<file path="src/rtl/booth_mul_seq.sv">
`default_nettype none
// ============================================================================
// booth_mul_seq : sequential radix-2 Booth multiplier driving an external add/sub stage
// Rev 1.0
// ============================================================================
module booth_mul_seq #(
  parameter int WIDTH = 8
) (
  input  logic                 clk,
  input  logic                 rst_n,
  input  logic                 start,
  input  logic [WIDTH-1:0]     multiplicand,
  input  logic [WIDTH-1:0]     multiplier,
  output logic                 busy,
  output logic                 done,
  output logic [2*WIDTH-1:0]   product,
  output logic [WIDTH-1:0]     add_x,
  output logic [WIDTH-1:0]     add_y,
  output logic                 add_sub,
  input  logic [WIDTH:0]       add_z
);

  localparam int CW = (WIDTH > 1) ? $clog2(WIDTH) : 1;

  typedef enum logic [1:0] {
    IDLE = 2'd0,
    RUN  = 2'd1,
    DONE = 2'd2
  } state_t;

  state_t            state, state_next;
  logic [WIDTH-1:0]  acc;
  logic [WIDTH-1:0]  q_reg;
  logic [WIDTH-1:0]  m_reg;
  logic              q_m1;
  logic [CW-1:0]     count;
  logic              last_step;

  assign last_step = (state == RUN) && (count == CW'(WIDTH - 1));
  assign busy      = (state == RUN);

  always_ff @(posedge clk) begin
    if (!rst_n) begin
      state <= IDLE;
    end else begin
      state <= state_next;
    end
  end

  always_comb begin
    state_next = state;
    add_x      = '0;
    add_y      = '0;
    add_sub    = 1'b0;
    case (state)
      IDLE, DONE: state_next = start ? RUN : IDLE;
      RUN: begin
        add_x = acc;
        // Booth pair {Q[0],Q_-1}: 01 adds M, 10 subtracts M, 00/11 pass A through
        case ({q_reg[0], q_m1})
          2'b01: add_y = m_reg;
          2'b10: begin
            add_y   = m_reg;
            add_sub = 1'b1;
          end
          default: add_y = '0;
        endcase
        if (last_step) state_next = DONE;
      end
      default: state_next = IDLE;
    endcase
  end

  always_ff @(posedge clk) begin
    if (!rst_n) begin
      acc     <= '0;
      q_reg   <= '0;
      q_m1    <= 1'b0;
      m_reg   <= '0;
      count   <= '0;
      product <= '0;
      done    <= 1'b0;
    end else begin
      done <= 1'b0;
      case (state)
        IDLE, DONE: begin
          if (start) begin
            acc   <= '0;
            q_reg <= multiplier;
            q_m1  <= 1'b0;
            m_reg <= multiplicand;
            count <= '0;
          end
        end
        RUN: begin
          // arithmetic right shift of {add_z, Q} keeps the 9th bit so M = -2^(W-1) stays exact
          acc   <= add_z[WIDTH:1];
          q_reg <= {add_z[0], q_reg[WIDTH-1:1]};
          q_m1  <= q_reg[0];
          count <= count + CW'(1);
          if (last_step) begin
            product <= {add_z[WIDTH:1], add_z[0], q_reg[WIDTH-1:1]};
            done    <= 1'b1;
          end
        end
        default: ;
      endcase
    end
  end

endmodule
`default_nettype wire

</file>
<file path="config.mk">
export PLATFORM = sky130hd
export DESIGN_NAME = booth_mul_seq
export DESIGN_NICKNAME = d
export VERILOG_FILES = /design/src/rtl/booth_mul_seq.sv
export SDC_FILE = /design/constraint.sdc
export NUM_CORES = 1
export LEC_CHECK = 0
export ABC_AREA = 1
export CORE_MARGIN = 8
export CORE_UTILIZATION = 47
export CTS_CLUSTER_SIZE = 16
export DETAILED_ROUTE_END_ITERATION = 8
export PLACE_DENSITY_LB_ADDON = 0.3
export SLEW_MARGIN = 10
export SYNTH_ARGS = -nofsm -noshare
export SYNTH_HDL_FRONTEND = slang
export SYNTH_SLANG_ARGS = --single-unit
</file>
<file path="constraint.sdc">
create_clock -name clk -period 1.9 [get_ports clk]
set_clock_uncertainty 0.15 [all_clocks]
set_input_delay 0.475 -clock clk [delete_from_list [all_inputs] [get_ports clk]]
set_output_delay 0.475 -clock clk [all_outputs]
set_load 0.01 [all_outputs]
</file>
==> results of run 1 <==
## worst min-delay path, stage by stage, from the launching register on
cell	delay, ns
sky130_fd_sc_hd__dfxtp_1	0.32
sky130_fd_sc_hd__nand3_2	0.06
sky130_fd_sc_hd__nand2_1	0.04
## routing by layer
| metal | track usage | wire length [um] | vias up |
|---|---|---|---|
| li1 | - | - | 1029 |
| met1 | 0.182 | 2340 | 934 |
| met2 | 0.255 | 2580 | 56 |
| met3 | 0.0537 | 316 | 12 |
| met4 | 0.0671 | 116 | 0 |
| met5 | 0 | 0 | - |
## stage by stage
| step | worst slack, ns | std cells | util | hold slack [ns] |
|---|---|---|---|---|
| floorplan | 0.223 | 280 | - | 0.278 |
| global placement | -0.125 | 394 | 0.642 | 0.301 |
| detailed placement | -0.188 | 394 | 0.642 | 0.302 |
| CTS | -0.0596 | 404 | 0.674 | 0.316 |
| global route | -0.0522 | 405 | 0.662 | 0.349 |
| finish | 0.0223 | 405 | 0.662 | 0.314 |
## logic make-up (layout without fill, tap and decap cells)
kind of cell / after synthesis / count (layout) / synth area share
AO/OA/AOI/OAI: 29 / 29 / 0.0705
adder cells (fa/ha/maj): 3 / 3 / 0.0178
buffers and inverters: 47 / 119 / 0.117
flip-flops: 47 / 47 / 0.445
AND/OR/NAND/NOR: 154 / 155 / 0.349
## path summary, 6_finish.rpt
kind | to | slack (ns) | startpoint | depth (start not counted)
setup / recovery | add_y[0] | 0.02 | q_reg[0] | 4
hold / removal | product[7] | 0.31 | product[7] | 2
setup reg to reg | product[13] | 0.26 | state[0] | 8
hold reg to reg | product[7] | 0.31 | product[7] | 2
## synthesized netlist by cell type
cell type | number | area, um2
sky130_fd_sc_hd__nand3_2 | 10 | 100
sky130_fd_sc_hd__nand3b_1 | 1 | 7.51
sky130_fd_sc_hd__nor2_1 | 44 | 165
sky130_fd_sc_hd__clkbuf_1 | 2 | 7.51
sky130_fd_sc_hd__nand2_2 | 1 | 6.26
sky130_fd_sc_hd__dfxtp_1 | 47 | 941
sky130_fd_sc_hd__inv_1 | 27 | 101
sky130_fd_sc_hd__buf_6 | 5 | 56.3
sky130_fd_sc_hd__buf_2 | 6 | 30.0
sky130_fd_sc_hd__ha_1 | 3 | 37.5
sky130_fd_sc_hd__nand2_4 | 2 | 22.5
sky130_fd_sc_hd__nor3_1 | 6 | 30.0
sky130_fd_sc_hd__clkinv_1 | 1 | 3.75
sky130_fd_sc_hd__nand2_1 | 57 | 214
sky130_fd_sc_hd__nor2_8 | 1 | 20.0
sky130_fd_sc_hd__inv_4 | 1 | 6.26
sky130_fd_sc_hd__o21ai_0 | 15 | 75.1
sky130_fd_sc_hd__nand3_1 | 31 | 155
sky130_fd_sc_hd__o21ai_2 | 1 | 8.76
sky130_fd_sc_hd__buf_1 | 1 | 3.75
sky130_fd_sc_hd__buf_12 | 1 | 20.0
sky130_fd_sc_hd__buf_4 | 2 | 15.0
sky130_fd_sc_hd__inv_2 | 1 | 3.75
sky130_fd_sc_hd__a21oi_1 | 13 | 65.1
sky130_fd_sc_hd__nand3_4 | 1 | 17.5
## report_power, final
group	switching, uW	total [uW]	internal [uW]
sequential	22.3	1050	1030
clock	334	760	426
combinational	186	349	163
## what timing repair did
item                                    CTS  global route
endpoints found under the setup margin   18            15
gates cloned                              1             0
setup buffers                             1             1
hold buffers                              0             0
resized for setup                        59            14
pin swaps                                 3             2
endpoints found under the hold margin     0             0
## layout make-up
cell class | count | area [um2] | area share
Clock inverter | 2 | 35.0 | 0.0122
Clock buffer | 6 | 82.6 | 0.0286
Timing Repair Buffer | 81 | 681 | 0.236
Tap cell | 52 | 65.1 | 0.0226
Multi-Input combinational cell | 187 | 953 | 0.331
Sequential cell | 47 | 951 | 0.330
Inverter | 30 | 115 | 0.0399
==> flow_metrics.py, run 1 <==
metrics = {
    "worst_setup_path": {
        "timing.critical_path.arrival_ns": 1.25,
        "worstPathCellList": "ha_4, buf_6, nor2_1, buf_2",
        "worst_path_max_delay_cell": "sky130_fd_sc_hd__dfxtp_2",
        "critPathLaunchType": "flop",
        "cp.buffers_inverters": 2,
        "longest_individual_stage_delay_on_the_worst_path_ns": 0.34,
        "worst_ep_required_time_ns": 1.27,
        "worst_path_dominant_cell_family": "flip-flops",
        "cp_max_fo": 6,
        "critPathCaptureType": "output port",
        "setup.worst_path.class": "flop to output port",
    },
    "die": {
        "placement_rows": 24,
        "start_util": 0.485,
        "die-area_mm2": 0.00690,
        "io_pins": 63,
        "die_width_um": 83.1,
        "floorplan.die.height_um": 83.1,
        "area_of_the_placeable_core_mm2": 0.00435,
    },
    "job": {
        "cap_violations": 0,
    },
    "timing": {
        "fin_crit_sh": 0.988,
        "slew_viol_final": 0,
        "setup_violations": 0,
        "finalSetupTns_ns": 0,
        "finalHoldViolations": 0,
        "setup_repair_after_global_routing_missed_its_margin": "yes",
        "relSlewSlack": 0.787,
        "tightestPinTransition_ns": 0.319,
        "period_minus_slack_ns": 1.88,
        "max_clock_freq_mhz": 533,
    },
    "routing": {
        "total_length_of_routed_wires_um": 5360,
        "route.vias.total": 2031,
        "firstDrtPassIters": 5,
        "final_antenna_net_count": 0,
        "detail_route.iter0.violations": 112,
        "drc": 0,
        "routedWlPerCell_um": 13.2,
        "via_per_inst": 5.01,
    },
    "cts": {
        "numCtsBuffers": 5,
        "clkLatencyLatePin_ns": 0.30,
        "tritoncts": "built",
        "clock-sinks": 47,
        "clock_tree.buffer_depth": 2,
        "clk_root_buffer_cell": "sky130_fd_sc_hd__clkbuf_8",
        "clkTransAtPathRegs_ns": 0.09,
        "h-tree-depth": 2,
    },
    "final_layout": {
        "largest_register_ff_count": 16,
        "summed_area_of_non_filler_cells_in_the_final_layout_mm2": 0.00288,
        "top_register_by_number_of_flip_flops": "product",
        "nFillCells": 376,
        "syn2layout_area_growth_pct": 36.4,
        "layout.nets": 383,
        "layout.cells.most_common": "sky130_fd_sc_hd__nand2_1",
        "mostFrequentLayoutCells": "sky130_fd_sc_hd__nand2_1 (57), sky130_fd_sc_hd__clkdlybuf4s50_1 (44), sky130_fd_sc_hd__dfxtp_1 (43)",
        "insertedDiodeCount": 0,
        "final_layout_size_suffix_gt1_frac": 0.201,
    },
    "yosys": {
        "ys_warn_count": 0,
        "per_instance_average_area_after_synthesis_um2": 7.55,
        "synth_cell_types": 25,
        "synth.cell_area_mm2": 0.00211,
        "synth_sequential_area_ratio": 0.445,
        "syn_nets": 311,
        "synth-seq-cells": 47,
        "syn_inst": 280,
    },
    "global_routing": {
        "overflow": 0,
        "initial_antenna_violation_count": 0,
        "number_of_global_route_vias_before_repair": 1993,
        "global_route.usage.total": 0.157,
        "grt_first_pass_wirelength_um": 9180,
        "grt_max_degree": 21,
    },
    "run_status": {
        "run_status": "finished clean",
    },
    "pwr": {
        "total_power_uw": 2160,
        "cellPowerDensity_mw_per_mm2": 750,
        "vdd_ir_drop_max_mv": 0.482,
        "power.static_leakage_uw": 0.00127,
    },
    "worst_hold_path": {
        "holdCritPathClass": "flop to flop",
    },
    "placed_design": {
        "io_buffers": 62,
        "place_congestion": 0.813,
        "dp.final_hpwl_um": 3810,
        "post_dp_cell_area_mm2": 0.00279,
    },
}
Note: power is estimated with default switching activity, not from simulation.
==> run 2: changes to the inputs <==
CTS_CLUSTER_DIAMETER = 200   (was unset)
MAX_ROUTING_LAYER = met4   (was unset)
==> run 2 against run 1 <==
  * First-iteration DRC count stayed put
  * Critical path depth stayed put
  * Count of clock-buffer cells in the layout stayed put
  * Sequential share of layout area is 0.13 points lower
  * Sequential power hardly changed
  * Worst hold slack better by 0.00068 ns
  * Global-route usage is 0.41 points higher
  * Design area is 0.39% higher
  * Die area stayed put
  * Clock power hardly changed
  * Non-clock buffer count stayed put
  * Utilization is 0.26 points higher
  * Largest power group unchanged
==> flow_metrics.py, run 2 (synthesis results as in run 1) <==
metrics = {
    "run_status": {
        "run_status": "finished clean",
    },
    "cts": {
        "h-tree-depth": 2,
        "clkTransAtPathRegs_ns": 0.09,
        "tritoncts": "built",
        "clk_root_buffer_cell": "sky130_fd_sc_hd__clkbuf_8",
        "numCtsBuffers": 5,
        "clkLatencyLatePin_ns": 0.30,
        "clock_tree.buffer_depth": 2,
        "clock-sinks": 47,
    },
    "routing": {
        "detail_route.iter0.violations": 112,
        "drc": 0,
        "total_length_of_routed_wires_um": 5360,
        "firstDrtPassIters": 4,
        "final_antenna_net_count": 0,
        "routedWlPerCell_um": 13.2,
        "via_per_inst": 5.01,
        "route.vias.total": 2028,
    },
    "die": {
        "placement_rows": 24,
        "die_width_um": 83.1,
        "die-area_mm2": 0.00690,
        "start_util": 0.485,
        "floorplan.die.height_um": 83.1,
        "area_of_the_placeable_core_mm2": 0.00435,
        "io_pins": 63,
    },
    "final_layout": {
        "nFillCells": 375,
        "insertedDiodeCount": 0,
        "final_layout_size_suffix_gt1_frac": 0.204,
        "summed_area_of_non_filler_cells_in_the_final_layout_mm2": 0.00289,
        "top_register_by_number_of_flip_flops": "product",
        "mostFrequentLayoutCells": "sky130_fd_sc_hd__nand2_1 (57), sky130_fd_sc_hd__clkdlybuf4s50_1 (44), sky130_fd_sc_hd__dfxtp_1 (43)",
        "syn2layout_area_growth_pct": 36.9,
        "layout.nets": 383,
        "largest_register_ff_count": 16,
        "layout.cells.most_common": "sky130_fd_sc_hd__nand2_1",
    },
    "placed_design": {
        "post_dp_cell_area_mm2": 0.00279,
        "dpl_worst_slack_ns": -0.188,
        "dp.final_hpwl_um": 3810,
        "place_congestion": 0.825,
        "io_buffers": 62,
    },
    "worst_setup_path": {
        "critPathLaunchType": "flop",
        "critPathCaptureType": "output port",
        "rr_endpoint": "product[8]",
        "reg2regPathDepth": 8,
        "worstPathCellList": "ha_4, buf_6, nor2_2, buf_2",
        "setup.worst_path.class": "flop to output port",
        "timing.critical_path.arrival_ns": 1.26,
        "cp.buffers_inverters": 2,
        "critical_path.reg2reg.startpoint": "state[0]",
        "cp_max_fo": 6,
        "worst_ep_required_time_ns": 1.27,
        "path_depth": 4,
        "regToRegSetupSlack_ns": 0.26,
        "worst_path_dominant_cell_family": "flip-flops",
        "worst_path_max_delay_cell": "sky130_fd_sc_hd__dfxtp_2",
        "longest_individual_stage_delay_on_the_worst_path_ns": 0.35,
    },
    "timing": {
        "finalHoldViolations": 0,
        "setup_violations": 0,
        "relSlewSlack": 0.789,
        "fin_crit_sh": 0.991,
        "slew_viol_final": 0,
        "finalSetupTns_ns": 0,
        "period_minus_slack_ns": 1.88,
        "max_clock_freq_mhz": 531,
        "tightestPinTransition_ns": 0.316,
        "setup_repair_after_global_routing_missed_its_margin": "yes",
        "setup_slack_ns": 0.0176,
    },
    "pwr": {
        "power.static_leakage_uw": 0.00127,
        "cellPowerDensity_mw_per_mm2": 749,
        "vdd_ir_drop_max_mv": 0.482,
    },
    "global_routing": {
        "grt_max_degree": 21,
        "grt_first_pass_wirelength_um": 9180,
        "number_of_global_route_vias_before_repair": 1990,
        "global_route.usage.total": 0.161,
        "initial_antenna_violation_count": 0,
        "overflow": 0,
    },
    "worst_hold_path": {
        "holdCritPathClass": "flop to flop",
        "min_path_cells": 2,
        "whs_endpoint": "product[12]",
        "hp-start": "product[12]",
    },
    "job": {
        "cap_violations": 0,
    },
}
## run 2: worst max path at each step
stage | end | slack [ns] | from
floorplan | add_y[0] | 0.22 | state[0]
global placement | add_y[7] | -0.12 | q_m1
detailed placement | add_y[1] | -0.19 | q_m1
CTS | add_y[1] | -0.06 | state[0]
global route | add_y[3] | -0.05 | q_reg[0]
finish | add_y[3] | 0.02 | q_reg[0]
## run 2: layout make-up
type / count / area (um2) / share of cell area
clock buffers: 6 / 82.6 / 0.0285
well taps: 52 / 65.1 / 0.0225
clock inverters: 2 / 35.0 / 0.0121
repair buffers: 81 / 681 / 0.235
inverters: 30 / 115 / 0.0398
flip-flops and latches: 47 / 951 / 0.329
multi-input cells: 187 / 965 / 0.333
## run 2: power by group
part	switching [uW]	internal [uW]	total [uW]
clock network	337	426	763
registers	22.2	1030	1050
logic	188	165	353
total	547	1620	2170
## run 2: layer usage
layer	GRT usage	part of all wire	up-vias
met2	0.253	0.47	49
met4	0.0671	0.019	0
met1	0.187	0.46	935
met3	0.0469	0.048	10
li1	-	-	1034
met5	-	0	-
## run 2: per-stage QoR
stage               hold WS (ns)  cells  total power, uW   util
floorplan                  0.278    280             1290      -
global placement           0.301    394             1400  0.642
detailed placement         0.302    394             1410  0.642
CTS                        0.316    404             2170  0.674
global route               0.349    405             2280  0.665
finish                     0.315    405             2170  0.665
## run 2: what timing repair did
item	CTS	global route
gates cloned	1	0
setup buffers	1	1
resized for setup	59	16
endpoints found under the setup margin	18	15
hold buffers	0	0
pin swaps	3	2
## run 2: worst min-delay path: cells and delay by family, from the launching register on
kind / cells / cell delay, ns
flip-flops: 1 / 0.32
AND/OR/NAND/NOR: 2 / 0.10
